$ cat src/rtl/lotr_pkg.sv
// Shared ring transaction types for the ring stop.
package lotr_pkg;

  typedef enum logic [1:0] {
    RD       = 2'd0,
    RD_RSP   = 2'd1,
    WR       = 2'd2,
    WR_BCAST = 2'd3
  } t_opcode;

endpackage

$ cat src/rtl/ring_stop_tx.sv
// Ring stop transmit/arbitration: registers ring traffic, sinks transactions
// addressed to this core, forwards the rest, and fills free slots from a
// local request FIFO while bounding the number of outstanding local reads.
module ring_stop_tx
  import lotr_pkg::*;
#(
  parameter int FIFO_DEPTH      = 4,
  parameter int MAX_OUTSTANDING = 2,
  parameter int CNT_W           = $clog2(MAX_OUTSTANDING + 1)
) (
  input  logic              QClk,
  input  logic              RstQnnnL,
  input  logic [7:0]        CoreID,
  input  logic              RingInputValidQ500H,
  input  t_opcode           RingInputOpcodeQ500H,
  input  logic [31:0]       RingInputAddressQ500H,
  input  logic [31:0]       RingInputDataQ500H,
  input  logic              LocalReqValid,
  input  t_opcode           LocalReqOpcode,
  input  logic [31:0]       LocalReqAddress,
  input  logic [31:0]       LocalReqData,
  output logic              LocalReqReady,
  output logic              LocalRxValidQ501H,
  output t_opcode           LocalRxOpcodeQ501H,
  output logic [31:0]       LocalRxAddressQ501H,
  output logic [31:0]       LocalRxDataQ501H,
  output logic              RingOutputValidQ502H,
  output t_opcode           RingOutputOpcodeQ502H,
  output logic [31:0]       RingOutputAddressQ502H,
  output logic [31:0]       RingOutputDataQ502H,
  output logic [CNT_W-1:0]  OutstandingRdCnt
);

  localparam int PTR_W = $clog2(FIFO_DEPTH);
  localparam logic [PTR_W:0]   DEPTH_CNT = (PTR_W + 1)'(FIFO_DEPTH);
  localparam logic [CNT_W-1:0] MAX_CNT   = CNT_W'(MAX_OUTSTANDING);

  // Q501H stage register
  logic        ring_vld_p1;
  t_opcode     ring_op_p1;
  logic [31:0] ring_addr_p1;
  logic [31:0] ring_data_p1;

  // Local request FIFO
  t_opcode          fifo_op   [FIFO_DEPTH];
  logic [31:0]      fifo_addr [FIFO_DEPTH];
  logic [31:0]      fifo_data [FIFO_DEPTH];
  logic [PTR_W-1:0] wr_ptr;
  logic [PTR_W-1:0] rd_ptr;
  logic [PTR_W:0]   fifo_cnt;

  logic    id_match;
  logic    hit;
  logic    fwd;
  logic    fifo_empty;
  t_opcode head_op;
  logic    issuable;
  logic    push;
  logic    pop;
  logic    rd_inc;
  logic    rsp_dec;

  // Q500H -> Q501H: capture ring slot every cycle
  always_ff @(posedge QClk or negedge RstQnnnL) begin
    if (!RstQnnnL) begin
      ring_vld_p1  <= 1'b0;
      ring_op_p1   <= RD;
      ring_addr_p1 <= '0;
      ring_data_p1 <= '0;
    end else begin
      ring_vld_p1  <= RingInputValidQ500H;
      ring_op_p1   <= RingInputOpcodeQ500H;
      ring_addr_p1 <= RingInputAddressQ500H;
      ring_data_p1 <= RingInputDataQ500H;
    end
  end

  // Q501H: local delivery decode and slot arbitration
  always_comb begin
    id_match   = (ring_addr_p1[31:24] == CoreID);
    hit        = ring_vld_p1 && id_match && (ring_op_p1 != WR_BCAST);
    fwd        = ring_vld_p1 && !hit;
    fifo_empty = (fifo_cnt == '0);
    head_op    = fifo_op[rd_ptr];
    // A blocked RD at the head stalls everything behind it.
    issuable   = (head_op != RD) || (OutstandingRdCnt < MAX_CNT);
    push       = LocalReqValid && LocalReqReady;
    pop        = !fwd && !fifo_empty && issuable;
    rd_inc     = pop && (head_op == RD);
    rsp_dec    = hit && (ring_op_p1 == RD_RSP);
  end

  assign LocalReqReady       = (fifo_cnt != DEPTH_CNT);
  assign LocalRxValidQ501H   = ring_vld_p1 && id_match;
  assign LocalRxOpcodeQ501H  = ring_op_p1;
  assign LocalRxAddressQ501H = ring_addr_p1;
  assign LocalRxDataQ501H    = ring_data_p1;

  // FIFO payload storage; only written on an accepted push
  always_ff @(posedge QClk) begin
    if (push) begin
      fifo_op[wr_ptr]   <= LocalReqOpcode;
      fifo_addr[wr_ptr] <= LocalReqAddress;
      fifo_data[wr_ptr] <= LocalReqData;
    end
  end

  // FIFO pointers and occupancy; pointers wrap naturally at power-of-2 depth
  always_ff @(posedge QClk or negedge RstQnnnL) begin
    if (!RstQnnnL) begin
      wr_ptr   <= '0;
      rd_ptr   <= '0;
      fifo_cnt <= '0;
    end else begin
      if (push) wr_ptr <= wr_ptr + PTR_W'(1);
      if (pop)  rd_ptr <= rd_ptr + PTR_W'(1);
      if (push && !pop)      fifo_cnt <= fifo_cnt + (PTR_W + 1)'(1);
      else if (pop && !push) fifo_cnt <= fifo_cnt - (PTR_W + 1)'(1);
    end
  end

  // Outstanding local read tracking, saturating at zero
  always_ff @(posedge QClk or negedge RstQnnnL) begin
    if (!RstQnnnL) begin
      OutstandingRdCnt <= '0;
    end else if (rd_inc && !rsp_dec) begin
      OutstandingRdCnt <= OutstandingRdCnt + CNT_W'(1);
    end else if (rsp_dec && !rd_inc && (OutstandingRdCnt != '0)) begin
      OutstandingRdCnt <= OutstandingRdCnt - CNT_W'(1);
    end
  end

  // Q501H -> Q502H: ring traffic first, otherwise an issuable FIFO head
  always_ff @(posedge QClk or negedge RstQnnnL) begin
    if (!RstQnnnL) begin
      RingOutputValidQ502H   <= 1'b0;
      RingOutputOpcodeQ502H  <= RD;
      RingOutputAddressQ502H <= '0;
      RingOutputDataQ502H    <= '0;
    end else if (fwd) begin
      RingOutputValidQ502H   <= 1'b1;
      RingOutputOpcodeQ502H  <= ring_op_p1;
      RingOutputAddressQ502H <= ring_addr_p1;
      RingOutputDataQ502H    <= ring_data_p1;
    end else if (pop) begin
      RingOutputValidQ502H   <= 1'b1;
      RingOutputOpcodeQ502H  <= head_op;
      RingOutputAddressQ502H <= fifo_addr[rd_ptr];
      RingOutputDataQ502H    <= fifo_data[rd_ptr];
    end else begin
      RingOutputValidQ502H   <= 1'b0;
    end
  end

endmodule

$ cat config.mk
export PLATFORM = sky130hd
export DESIGN_NAME = ring_stop_tx
export DESIGN_NICKNAME = d
export VERILOG_FILES = /design/src/rtl/lotr_pkg.sv /design/src/rtl/ring_stop_tx.sv
export SDC_FILE = /design/constraint.sdc
export NUM_CORES = 1
export LEC_CHECK = 0
export BUFFER_PORTS_ARGS = -buffer_cell sky130_fd_sc_hd__buf_2
export CAP_MARGIN = 5
export CORE_MARGIN = 8
export CORE_UTILIZATION = 38
export DETAILED_ROUTE_END_ITERATION = 12
export GPL_TIMING_DRIVEN = 0
export MAX_ROUTING_LAYER = met4
export SYNTH_ARGS = -nofsm -noshare
export SYNTH_HDL_FRONTEND = slang
export SYNTH_SLANG_ARGS = --single-unit
$ cat constraint.sdc
create_clock -name QClk -period 3.85 [get_ports QClk]
set_input_delay 0.5775 -clock QClk [delete_from_list [all_inputs] [get_ports QClk]]
set_output_delay 0.5775 -clock QClk [all_outputs]
set_load 0.05 [all_outputs]
==> results.cfg <==
[critical_path]
critical_path_class = reg -> reg
end_kind = flip-flop
r2r_setup_slack_ps = 800
crit_arrival_ps = 3520
required_ps = 4320
cp_max_fo = 10
critPathLaunchType = flip-flop

[clock_tree]
h-tree-depth = 2
post_cts_buffers = 0
path_clk_slew_ps = 60
clock-sinks = 407
clkLatencyLatePin_ps = 550
root_buffer = clkbuf_16
cts_made_buffers = 43
cts_resized = 0
cts_tree = yes
max-clock-path-buffers = 3
postCtsHoldBufs = 1

[global_routing]
use_met2_pct = 23.4
overflow = 0
antenna_found_initial = 7
grtUsageMet1_pct = 20.4
grt_start_max_net_pins = 90
grt_pass1_vias = 8666
grt_util_all_layers_pct = 15.5
grt_pass1_wl_um = 53800
use_met3_pct = 4.50
gr-max-usage-layer = met2

[pwr]
pwr-share-clk_pct = 27.2
p_sw_mw = 5.32
power_density_mw_per_mm2 = 828
p_int_mw = 10.1
sw_frac_of_total_pct = 34.6
p_leak_nw = 7.20
vdd_ir_drop_max_mv = 0.536
p_total_mw = 15.4
pwr-share-seq_pct = 39.0
combPwrFrac_pct = 33.8

[sta]
slew_violations = 0
fmax_mhz = 328
rsz0062_at_grt = false
setup_ws_ps = 800
hold_ws_ps = 129
min_period_over_period_pct = 79.2
hold_viol = 0
slew_headroom_pct = 38.5
setup_viol = 0
worst_slew_pin_slew_ps = 922
period_needed_ps = 3050
final.setup_skew_ps = 11.8

[placed_design]
place_hpwl_um = 23800
io_buffers = 280
post-place-ws_ps = 331
place_congestion = 0.744

[yosys]
synth_fp_nets = 926
synthFlopType = edfxtp_1
synth_warnings = 0
syn-instance-count = 776
yosysUniqueCellTypes = 34
synth_area_per_cell_um2 = 19.2
synth_area_mm2 = 0.0149
synth_edf_count = 264
ys_seq_elements = 407
synth.yosys.seq_area_share_pct = 77.2
synthArstFlopShare_pct = 35.1

[route]
antenna_left = 0
routed_via_density = 4.86
routed_wl_um = 35100
via_count = 8096
drtIter0Drc = 478
drc_errors = 0
dr.pass1.iters = 6
routedWlPerCell_um = 21.1

[floorplan]
core-area_mm2 = 0.0386
die_x_um = 214
die_area_mm2 = 0.0458
fp-row-count = 72
die_h_um = 214
io_pins = 281
initial_core_util_pct = 38.6

[layout]
nets = 1257
fill_cells = 3303
final_util_pct = 48.1
drive_gt1_share_pct = 37.7
seqCellArea_mm2 = 0.0115
syn2layout_area_growth_pct = 24.7
multi_input_area_mm2 = 0.00324

[hold_path]
min_path_type = in -> reg

[status]
status = complete, no violations

[flow_run]
drv_cap = 0
cell families after synthesis:
logic type,synth area share (%)
and+or+nand+nor,2.73
buffers and inverters,1.18
AOI/OAI and AO/OA,2.68
muxes,14.8
adders and majority gates,0.554
DFF,77.2
xor gates and xnor gates,0.823
power by group through the flow:
stage / logic (mW) / clock network, mW / registers (mW)
2_1_floorplan: 2.55 / 0 / 7.29
3_3_place_gp: 5.18 / 0 / 6.12
3_5_place_dp: 5.32 / 0 / 6.09
4_1_cts: 5.34 / 4.31 / 6.00
5_1_grt: 5.58 / 4.46 / 6.08
6_report: 5.20 / 4.19 / 5.99
sequential cells by signal, summed over array words and instances, names as in the netlist:
register and flops:
RingOutputOpcodeQ502H 2, RingOutputAddressQ502H 32, fifo_cnt 3, ring_vld_p1 1, LocalRxDataQ501H 32, fifo_addr 128
rd_ptr 2, RingOutputValidQ502H 1, OutstandingRdCnt 2, LocalRxAddressQ501H 32, fifo_op 8, wr_ptr 2
RingOutputDataQ502H 32, LocalRxOpcodeQ501H 2, fifo_data 128
stage by stage:
stage               cells  instance area [um2]  setup TNS (ps)
finish               1666                18600               0
floorplan             776                14900               0
CTS                  1659                18600               0
detailed placement   1579                17100               0
global placement     1574                17000          -88350
global route         1665                18600               0
critical path: stages, from the launching register on:
cell and delay, ps:
dfrtp_1 410, xnor2_1 150, nand4_1 270, o31a_1 170
clkbuf_1 470, clkbuf_1 650, clkbuf_1 540, nand2_1 200
o21ai_1 110
final timing paths:
kind | start | end | cells past startpoint
max | LocalRxAddressQ501H[28] | RingOutputAddressQ502H[14] | 8
min | RingInputDataQ500H[8] | LocalRxDataQ501H[8] | 1
max reg2reg | LocalRxAddressQ501H[28] | RingOutputAddressQ502H[14] | 8
min reg2reg | LocalRxDataQ501H[19] | RingOutputDataQ502H[19] | 2
max in group asynchronous | RstQnnnL | RingOutputAddressQ502H[8] | 3
min in group asynchronous | RstQnnnL | RingOutputAddressQ502H[20] | 2
cell usage in the layout, fill, tap and decap left out, drive strengths merged:
cell type and instances:
clkbuf 84, nor3b 1, or3 1, or4b 1
diode 7, xnor2 11, a41oi 1, and3 5
nand3 2, nor3 3, dlygate4sd3 1, and2 2
nor2 2, clkinv 12, nand3b 1, o31ai 2
buf 300, nand2b 1, ha 5, fa 1
xor2 3, nand4b 1, nand2 71, o211ai 1
edfxtp 264, bufinv 5, inv 5, mux4 66
o21ai 70, nand4 2, o31a 1, dfrtp 143
mux2i 70, mux2 2, a211o 1
final cells by class:
class	count	area share, %
Sequential cell	407	61.9
Multi-Input combinational cell	327	17.4
Timing Repair Buffer	286	8.37
Clock buffer	61	6.60
Tap cell	518	3.49
Clock inverter	18	1.15
Buffer	38	0.862
Antenna cell	7	0.0943
Inverter	4	0.0808
synthesized netlist by cell type (3+ instances only):
library cell | count | area share (%)
mux4_2 | 66 | 10
nor3_1 | 3 | 0.10
edfxtp_1 | 264 | 53
xnor2_1 | 11 | 0.65
xor2_1 | 3 | 0.18
and3_1 | 5 | 0.21
buf_1 | 6 | 0.15
inv_1 | 4 | 0.10
o21ai_0 | 3 | 0.10
dfrtp_1 | 143 | 24
clkbuf_1 | 23 | 0.58
nand2_1 | 71 | 1.8
buf_2 | 8 | 0.27
o21ai_1 | 67 | 2.3
ha_1 | 5 | 0.42
mux2i_1 | 70 | 4.7
per-layer routing:
metal / routed length [um] / vias up
met3: 2330 / 37
met1: 15700 / 4124
met2: 16500 / 248
li1: - / 3687
met5: 0 / -
met4: 539 / 0
(Power assumes the default switching activity.)
